File: config.mk
export PLATFORM = sky130hd
export DESIGN_NAME = key_wave_sel
export DESIGN_NICKNAME = d
export VERILOG_FILES = /design/src/rtl/key_wave_sel_pkg.sv /design/src/rtl/key_wave_sel_key_filter.sv /design/src/rtl/key_wave_sel.sv
export SDC_FILE = /design/constraint.sdc
export NUM_CORES = 1
export LEC_CHECK = 0
export CELL_PAD_IN_SITES_DETAIL_PLACEMENT = 0
export CELL_PAD_IN_SITES_GLOBAL_PLACEMENT = 1
export CORE_ASPECT_RATIO = 0.9
export CORE_MARGIN = 1
export CORE_UTILIZATION = 51
export CTS_BUF_LIST = sky130_fd_sc_hd__clkbuf_16
export DETAILED_ROUTE_END_ITERATION = 12
export GPL_TIMING_DRIVEN = 0
export PLACE_DENSITY = 0.81
export SLEW_MARGIN = 20
export SYNTH_ARGS = -nofsm -noshare
export SYNTH_HDL_FRONTEND = slang
export SYNTH_SLANG_ARGS = --single-unit
export TNS_END_PERCENT = 50
File: constraint.sdc
create_clock -name sys_clk -period 4.4 [get_ports sys_clk]
set_clock_uncertainty 0.2 [all_clocks]
set_input_delay 0.66 -clock sys_clk [delete_from_list [all_inputs] [get_ports sys_clk]]
set_output_delay 0.66 -clock sys_clk [all_outputs]
set_load 0.02 [all_outputs]
File: src/rtl/key_wave_sel_pkg.sv
// Shared DDS constants: one-hot wave select codes, the waveform state
// encoding and the cyclic step function used by the selector FSM.
package key_wave_sel_pkg;

  localparam logic [3:0] WAVE_OFF      = 4'b0000;
  localparam logic [3:0] WAVE_SINE     = 4'b0001;
  localparam logic [3:0] WAVE_SQUARE   = 4'b0010;
  localparam logic [3:0] WAVE_TRIANGLE = 4'b0100;
  localparam logic [3:0] WAVE_SAWTOOTH = 4'b1000;

  // State codes equal the wave codes so wave_sel is the state register itself.
  typedef enum logic [3:0] {
    ST_OFF      = WAVE_OFF,
    ST_SINE     = WAVE_SINE,
    ST_SQUARE   = WAVE_SQUARE,
    ST_TRIANGLE = WAVE_TRIANGLE,
    ST_SAWTOOTH = WAVE_SAWTOOTH
  } wave_state_e;

  function automatic logic is_legal_state(input logic [3:0] s);
    logic ok;
    case (s)
      WAVE_OFF, WAVE_SINE, WAVE_SQUARE,
      WAVE_TRIANGLE, WAVE_SAWTOOTH: ok = 1'b1;
      default:                      ok = 1'b0;
    endcase
    return ok;
  endfunction

  function automatic wave_state_e step_wave(input wave_state_e cur, input logic fwd);
    wave_state_e nxt;
    case (cur)
      ST_OFF:      nxt = fwd ? ST_SINE     : ST_SAWTOOTH;
      ST_SINE:     nxt = fwd ? ST_SQUARE   : ST_OFF;
      ST_SQUARE:   nxt = fwd ? ST_TRIANGLE : ST_SINE;
      ST_TRIANGLE: nxt = fwd ? ST_SAWTOOTH : ST_SQUARE;
      ST_SAWTOOTH: nxt = fwd ? ST_OFF      : ST_TRIANGLE;
      default:     nxt = ST_OFF;
    endcase
    return nxt;
  endfunction

endpackage

File: src/rtl/key_wave_sel_key_filter.sv
// Push-button conditioner: 2-flop synchronizer, saturating low-level debounce
// counter and a registered one-cycle press pulse per qualified press.
module key_filter #(
  parameter int CNT_MAX = 999_999
) (
  input  logic sys_clk,
  input  logic sys_rst_n,
  input  logic key_in,
  output logic key_press
);

  localparam int CNT_W = $clog2(CNT_MAX + 1);
  localparam logic [CNT_W-1:0] CNT_TOP = CNT_W'(CNT_MAX);
  localparam logic [CNT_W-1:0] CNT_PRE = CNT_W'(CNT_MAX - 1);
  localparam logic [CNT_W-1:0] CNT_ONE = CNT_W'(1);

  logic             sync1_q, sync2_q;
  logic [CNT_W-1:0] cnt_q, cnt_d;
  logic             press_q, press_d;

  // Pulse fires only on the CNT_MAX-1 -> CNT_MAX step, so a held key saturates silently.
  always_comb begin
    cnt_d   = cnt_q;
    press_d = 1'b0;
    if (sync2_q) begin
      cnt_d = '0;
    end else if (cnt_q != CNT_TOP) begin
      cnt_d   = cnt_q + CNT_ONE;
      press_d = (cnt_q == CNT_PRE);
    end else begin
      cnt_d = CNT_TOP;
    end
  end

  // Synchronizer resets to the released (high) level.
  always_ff @(posedge sys_clk or negedge sys_rst_n) begin
    if (!sys_rst_n) begin
      sync1_q <= 1'b1;
      sync2_q <= 1'b1;
      cnt_q   <= '0;
      press_q <= 1'b0;
    end else begin
      sync1_q <= key_in;
      sync2_q <= sync1_q;
      cnt_q   <= cnt_d;
      press_q <= press_d;
    end
  end

  assign key_press = press_q;

endmodule

File: src/rtl/key_wave_sel.sv
// Waveform selector: two debounced keys step a five-state one-hot FSM whose
// register drives the DDS wave select directly.
module key_wave_sel
  import key_wave_sel_pkg::*;
#(
  parameter int CNT_MAX = 999_999
) (
  input  logic       sys_clk,
  input  logic       sys_rst_n,
  input  logic       key_next,
  input  logic       key_prev,
  output logic [3:0] wave_sel,
  output logic       key_flag
);

  logic        next_press, prev_press;
  wave_state_e state_q;
  logic        key_flag_q;

  key_filter #(.CNT_MAX(CNT_MAX)) u_filter_next (
    .sys_clk   (sys_clk),
    .sys_rst_n (sys_rst_n),
    .key_in    (key_next),
    .key_press (next_press)
  );

  key_filter #(.CNT_MAX(CNT_MAX)) u_filter_prev (
    .sys_clk   (sys_clk),
    .sys_rst_n (sys_rst_n),
    .key_in    (key_prev),
    .key_press (prev_press)
  );

  // Simultaneous presses cancel; a corrupted state register falls back to OFF.
  always_ff @(posedge sys_clk or negedge sys_rst_n) begin
    if (!sys_rst_n) begin
      state_q    <= ST_OFF;
      key_flag_q <= 1'b0;
    end else begin
      key_flag_q <= 1'b0;
      if (!is_legal_state(state_q)) begin
        state_q <= ST_OFF;
      end else if (next_press ^ prev_press) begin
        state_q    <= step_wave(state_q, next_press);
        key_flag_q <= 1'b1;
      end else begin
        state_q <= state_q;
      end
    end
  end

  assign wave_sel = state_q;
  assign key_flag = key_flag_q;

endmodule

==> results.sh, run 1 <==
export IMPL_ys_seq_area_frac=0.493
export IMPL_power_density_mw_per_mm2=305
export IMPL_syn_area_sq_mm=0.00260
export IMPL_cts_repair_resized=0
export IMPL_dr_pass1_iters=4
export IMPL_dieArea_sq_mm=0.00538
export IMPL_hold_violations=0
export IMPL_stdcell_count=342
export IMPL_pre_cts_slack_ns=1.99
export IMPL_hold_ws_ns=0.156
export IMPL_hpwlAfterDp_mm=3.22
export IMPL_final_area_sq_mm=0.00290
export IMPL_dp_cells=334
export IMPL_p_switching_uw=192
export IMPL_postSynth_asyncResetShare=1.00
export IMPL_cts_max_level=2
export IMPL_track_usage=0.205
export IMPL_drcViolationCount=0
export IMPL_synth_edff_count=0
export IMPL_syn_nets=269
export IMPL_grt_max_degree=52
export IMPL_period_minus_slack_ns=2.49
export IMPL_clk_path_buf_depth=2
export IMPL_post_cts_buffers=0
export IMPL_grt_pass1_vias=1814
export IMPL_required_ns=4.32
export IMPL_ctsHoldBuffers=0
export IMPL_ir_drop_uv=235
export IMPL_clock_sinks=51
export IMPL_total_power_uw=885
export IMPL_layout_commonest_cell="dfrtp_1"
export IMPL_min_period_over_period=0.566
export IMPL_wl_per_cell_microns=14.2
export IMPL_core_area_sq_mm=0.00486
export IMPL_timing_fmax_mhz=402
export IMPL_antenna_left=0
export IMPL_worst_slack_ns=1.91
export IMPL_clock_latency_ns=0.29
export IMPL_cts_root_buffer="clkbuf_16"
export IMPL_start_util=0.534
export IMPL_status="finished clean"
export IMPL_numCtsBuffers=5
export IMPL_rsz0062_at_grt="no"
export IMPL_final_cell_mix="dfrtp_1 (47), nor2_1 (33), a21oi_1 (20)"
export IMPL_slew_headroom=0.347
export IMPL_ys_flop_type="dfrtp_1"
export IMPL_syn_avg_cell_area_sq_um=9.95
export IMPL_fp_dieH_microns=69.7
export IMPL_fillCellCount=445
export IMPL_vias_per_cell=5.73
export IMPL_place_port_buffers=8
export IMPL_arrival_ns=2.40
export IMPL_cp_end_kind="flip-flop"
export IMPL_grt_antenna_before_repair=0
export IMPL_synthCells=261
export IMPL_grt_pass1_wl_mm=8.71
export IMPL_synthDistinctLibCells=41
export IMPL_power_frac_clock=0.420
export IMPL_diodes=0
export IMPL_ios=9
export IMPL_seqPwrFrac=0.546
export IMPL_clk_pin_slew_worst_paths_ns=0.07
export IMPL_tightest_slew_ns=0.969
export IMPL_ys_warn_count=0
export IMPL_hold_path_class="reg -> reg"
export IMPL_p_int_uw=693
export IMPL_cp_max_fo=9
export IMPL_ys_ff_latch=51
export IMPL_dr_first_iter_drc_count=110
export IMPL_vias=1960
export IMPL_finalSetupViolations=0
export IMPL_combPwrFrac=0.034
export IMPL_tritoncts="done"
export IMPL_utilization=0.595
export IMPL_slew_viol_final=0
export IMPL_die_w_microns=77.2
export IMPL_drive_above_1_share=0.0866
export IMPL_startpoint_type="flip-flop"
export IMPL_critical_path_class="reg -> reg"
export IMPL_post_dp_cell_area_sq_mm=0.00276
export IMPL_power_leakage_nw=1.14
export IMPL_setup_tns_final_ns=0
export IMPL_maxCapViolations=0
export IMPL_wl_mm=4.87
export IMPL_power_switching_share=0.217
export IMPL_num_rows=24
export IMPL_grt_overflow_total=0
export IMPL_fin_nets=284
export IMPL_area_growth_syn_to_layout_pct=11.5
export IMPL_gp_congestion=0.828
cell usage after synthesis, drive strengths merged, types with 2 or more instances:
| master | number | area share |
|---|---|---|
| dfrtp | 47 | 0.45 |
| nor2 | 33 | 0.048 |
| a21oi | 20 | 0.039 |
| nand3 | 17 | 0.033 |
| xnor2 | 17 | 0.057 |
| nand4 | 14 | 0.039 |
| nor3 | 11 | 0.021 |
| clkbuf | 9 | 0.013 |
| inv | 8 | 0.012 |
| nor4 | 8 | 0.019 |
| xor2 | 8 | 0.027 |
| and4 | 5 | 0.017 |
| nand2 | 5 | 0.0072 |
| a31o | 4 | 0.013 |
| dfstp | 4 | 0.040 |
| ha | 4 | 0.019 |
| mux2i | 4 | 0.015 |
| nand2b | 4 | 0.0096 |
| nor2b | 4 | 0.0096 |
| o21ai | 4 | 0.0077 |
| or3 | 4 | 0.0096 |
| mux2 | 3 | 0.013 |
| nor4b | 3 | 0.010 |
| or4 | 3 | 0.011 |
| a31oi | 2 | 0.0048 |
| and3 | 2 | 0.0048 |
| nor3b | 2 | 0.0058 |
| o21bai | 2 | 0.0058 |
| o31ai | 2 | 0.0058 |
power by group through the flow:
stage	registers [mW]	clock network [mW]	logic, mW
global placement	0.491	0	0.0306
detailed placement	0.492	0	0.0309
floorplan	0.490	0	0.0144
global route	0.484	0.399	0.0350
CTS	0.483	0.386	0.0309
finish	0.483	0.372	0.0300
worst paths after layout:
kind,start,end,slack (ns),cells past startpoint
hold reg to reg,u_filter_next.sync1_q$_DFF_PN1_,u_filter_next.sync2_q$_DFF_PN1_,0.16,0
min in group asynchronous,sys_rst_n,key_flag$_DFF_PN0_,0.18,1
max in group asynchronous,sys_rst_n,u_filter_prev.cnt_q[13]$_DFF_PN0_,3.36,1
hold / removal,u_filter_next.sync1_q$_DFF_PN1_,u_filter_next.sync2_q$_DFF_PN1_,0.16,0
setup reg to reg,u_filter_prev.cnt_q[8]$_DFF_PN0_,u_filter_prev.key_press$_DFF_PN0_,1.91,4
setup / recovery,u_filter_prev.cnt_q[8]$_DFF_PN0_,u_filter_prev.key_press$_DFF_PN0_,1.91,4
worst max-delay path, stage by stage (launching register included):
cell and delay (ns):
dfrtp_1 0.46, nor4b_1 0.35, nand4_1 0.22, o41ai_2 0.92, nor3_1 0.17
cell families after synthesis:
kind of cell	share of synthesized area
buffers and inverters	0.0265
DFF	0.493
adders and majority gates	0.0193
and+or+nand+nor	0.259
muxes	0.0284
AOI/OAI and AO/OA	0.0891
xor gates and xnor gates	0.0843
final cells by class:
type                       instances  area (sq um)  share of cell area
sequential                        51          1280               0.442
multi-input combinational        192          1250               0.431
clock buffer                       5           125              0.0432
tap                               65          81.3              0.0281
timing repair buffer               8          77.6              0.0268
buffer                            10          38.8              0.0134
inverter                           8          30.0              0.0104
clock inverter                     3          15.0             0.00518
per-layer routing:
metal  track usage  wire [microns]  vias up
li1              -               -      977
met1         0.310            2600      950
met2         0.293            2070       28
met3        0.0355             135        5
met4        0.0755              61        0
met5             0               0        -
Note: power is estimated with default switching activity, not from simulation.
==> inputs of run 2 (changes only) <==
--- a/config.mk
+++ b/config.mk
@@ -9,11 +9,11 @@
 export CELL_PAD_IN_SITES_GLOBAL_PLACEMENT = 1
 export CORE_ASPECT_RATIO = 0.9
 export CORE_MARGIN = 1
-export CORE_UTILIZATION = 51
+export CORE_UTILIZATION = 43
 export CTS_BUF_LIST = sky130_fd_sc_hd__clkbuf_16
 export DETAILED_ROUTE_END_ITERATION = 12
 export GPL_TIMING_DRIVEN = 0
-export PLACE_DENSITY = 0.81
+export PLACE_DENSITY = 0.73
 export SLEW_MARGIN = 20
 export SYNTH_ARGS = -nofsm -noshare
 export SYNTH_HDL_FRONTEND = slang
==> constraint.sdc (replaced) <==
create_clock -name sys_clk -period 2.2 [get_ports sys_clk]
set_clock_uncertainty 0.2 [all_clocks]
set_input_delay 0.33 -clock sys_clk [delete_from_list [all_inputs] [get_ports sys_clk]]
set_output_delay 0.33 -clock sys_clk [all_outputs]
set_load 0.02 [all_outputs]
==> results.sh, run 2 (synthesis results as in run 1) <==
export IMPL_status="finished with violations"
export IMPL_violations="design-rule violations"
export IMPL_vias=1913
export IMPL_setup_tns_final_ns=0
export IMPL_fp_dieH_microns=75.7
export IMPL_numCtsBuffers=5
export IMPL_dr_pass1_iters=8
export IMPL_cts_max_level=2
export IMPL_ir_drop_uv=500
export IMPL_hold_path_class="reg -> reg"
export IMPL_vias_per_cell=5.50
export IMPL_grt_max_degree=52
export IMPL_arrival_ns=2.01
export IMPL_power_leakage_nw=1.19
export IMPL_rsz0062_at_grt="yes"
export IMPL_antenna_left=0
export IMPL_track_usage=0.174
export IMPL_period_minus_slack_ns=2.08
export IMPL_drive_above_1_share=0.115
export IMPL_tightest_slew_ns=0.631
export IMPL_wl_per_cell_microns=14.1
export IMPL_diodes=0
export IMPL_post_cts_buffers=0
export IMPL_hpwlAfterDp_mm=3.24
export IMPL_num_rows=26
export IMPL_fin_nets=285
export IMPL_tritoncts="done"
export IMPL_maxCapViolations=0
export IMPL_grt_pass1_wl_mm=8.61
export IMPL_hold_path_startpoint="u_filter_next.sync1_q$_DFF_PN1_"
export IMPL_reg2reg_slack_ns=0.12
export IMPL_clk_pin_slew_worst_paths_ns=0.07
export IMPL_clock_sinks=51
export IMPL_clk_path_buf_depth=2
export IMPL_start_util=0.451
export IMPL_ff2ff_path_depth=4
export IMPL_drcViolationCount=2
export IMPL_dr_first_iter_drc_count=80
export IMPL_holdPathEnd="u_filter_next.sync2_q$_DFF_PN1_"
export IMPL_cts_root_buffer="clkbuf_16"
export IMPL_startpoint_type="flip-flop"
export IMPL_cp_max_fo=9
export IMPL_timing_fmax_mhz=480
export IMPL_layout_commonest_cell="dfrtp_1"
export IMPL_ios=9
export IMPL_clock_latency_ns=0.28
export IMPL_hold_violations=0
export IMPL_area_growth_syn_to_layout_pct=14.3
export IMPL_whs_path_depth=0
export IMPL_wl_mm=4.92
export IMPL_critical_path_class="reg -> reg"
export IMPL_slew_headroom=0.579
export IMPL_place_port_buffers=8
export IMPL_grt_overflow_total=0
export IMPL_final_cell_mix="dfrtp_1 (46), nor2_1 (33), a21oi_1 (20)"
export IMPL_cp_end_kind="flip-flop"
export IMPL_grt_pass1_vias=1777
export IMPL_finalSetupViolations=0
export IMPL_rr_startpoint="u_filter_prev.cnt_q[0]$_DFF_PN0_"
export IMPL_gp_congestion=0.720
export IMPL_required_ns=2.13
export IMPL_reg2reg_to="u_filter_prev.key_press$_DFF_PN0_"
export IMPL_grt_antenna_before_repair=0
export IMPL_slew_viol_final=0
export IMPL_min_period_over_period=0.946
export IMPL_die_w_microns=83.9
export IMPL_power_density_mw_per_mm2=600
export IMPL_dieArea_sq_mm=0.00636
export IMPL_core_area_sq_mm=0.00576
export IMPL_hold_ws_ns=0.157
[run 2: changes by cell type in the layout (fill, tap and decap cells not counted), sizes merged]
cell and delta:
clkinv -1, dlygate4sd3 +1, inv +1
[run 2: through the flow]
| step | utilization | area [sq um] | setup slack (ns) | power (mW) | std cells |
|---|---|---|---|---|---|
| finish | 0.515 | 2970 | 0.118 | 1.78 | 348 |
| global route | 0.515 | 2970 | -0.00512 | 1.86 | 348 |
| CTS | 0.511 | 2940 | 0.00276 | 1.81 | 348 |
| detailed placement | 0.480 | 2760 | -0.199 | 1.04 | 339 |
| global placement | 0.480 | 2770 | -0.972 | 1.04 | 339 |
| floorplan | - | 2600 | 0.239 | 1.01 | 261 |
[run 2: per-layer routing]
layer	routed length (microns)	track usage	vias up	share of wire
met2	2140	0.266	14	0.44
li1	-	-	978	-
met4	44	0.0556	0	0.0090
met3	98	0.0401	4	0.020
met5	0	0	-	0
met1	2630	0.248	917	0.54
[run 2: cell type report]
type / instances / area [sq um]
plain buffers: 10 / 38.8
clock buffers: 5 / 125
clock inverters: 3 / 16.3
fillers: 543 / 2790
inverters: 8 / 30.0
multi-input cells: 192 / 1300
flip-flops and latches: 51 / 1280
well taps: 70 / 87.6
repair buffers: 9 / 87.6
[run 2: worst max-delay path by stage]
stage	startpoint	end	slack, ns	cells past startpoint
final	u_filter_prev.cnt_q[0]$_DFF_PN0_	u_filter_prev.key_press$_DFF_PN0_	0.12	4
after global routing	u_filter_prev.cnt_q[0]$_DFF_PN0_	u_filter_prev.key_press$_DFF_PN0_	-0.005	4
after global placement	sys_rst_n	u_filter_next.cnt_q[17]$_DFF_PN0_	-0.97	1
after detailed placement	u_filter_prev.cnt_q[7]$_DFF_PN0_	u_filter_prev.key_press$_DFF_PN0_	-0.20	4
after CTS	u_filter_next.cnt_q[0]$_DFF_PN0_	u_filter_next.cnt_q[18]$_DFF_PN0_	0.003	5
after floorplan	u_filter_next.cnt_q[0]$_DFF_PN0_	u_filter_next.cnt_q[18]$_DFF_PN0_	0.24	5
[run 2: power by group]
group | internal, mW | switching (mW)
logic | 0.0200 | 0.0417
clock network | 0.416 | 0.338
registers | 0.953 | 0.0132
total | 1.39 | 0.393
[run 2: what timing repair did]
| action | 4_1_cts | 5_1_grt |
|---|---|---|
| hold buffers | 1 | 0 |
| pin swaps | 1 | 2 |
| endpoints found under the setup margin | 11 | 8 |
| hold endpoints to repair | 47 | 0 |
| gates resized for setup | 4 | 5 |
[run 2: critical path, cell delays in order (launching register included)]
cell	delay, ns
dfrtp_1	0.42
ha_1	0.25
nand3_2	0.21
o41ai_4	0.68
nor3_1	0.17
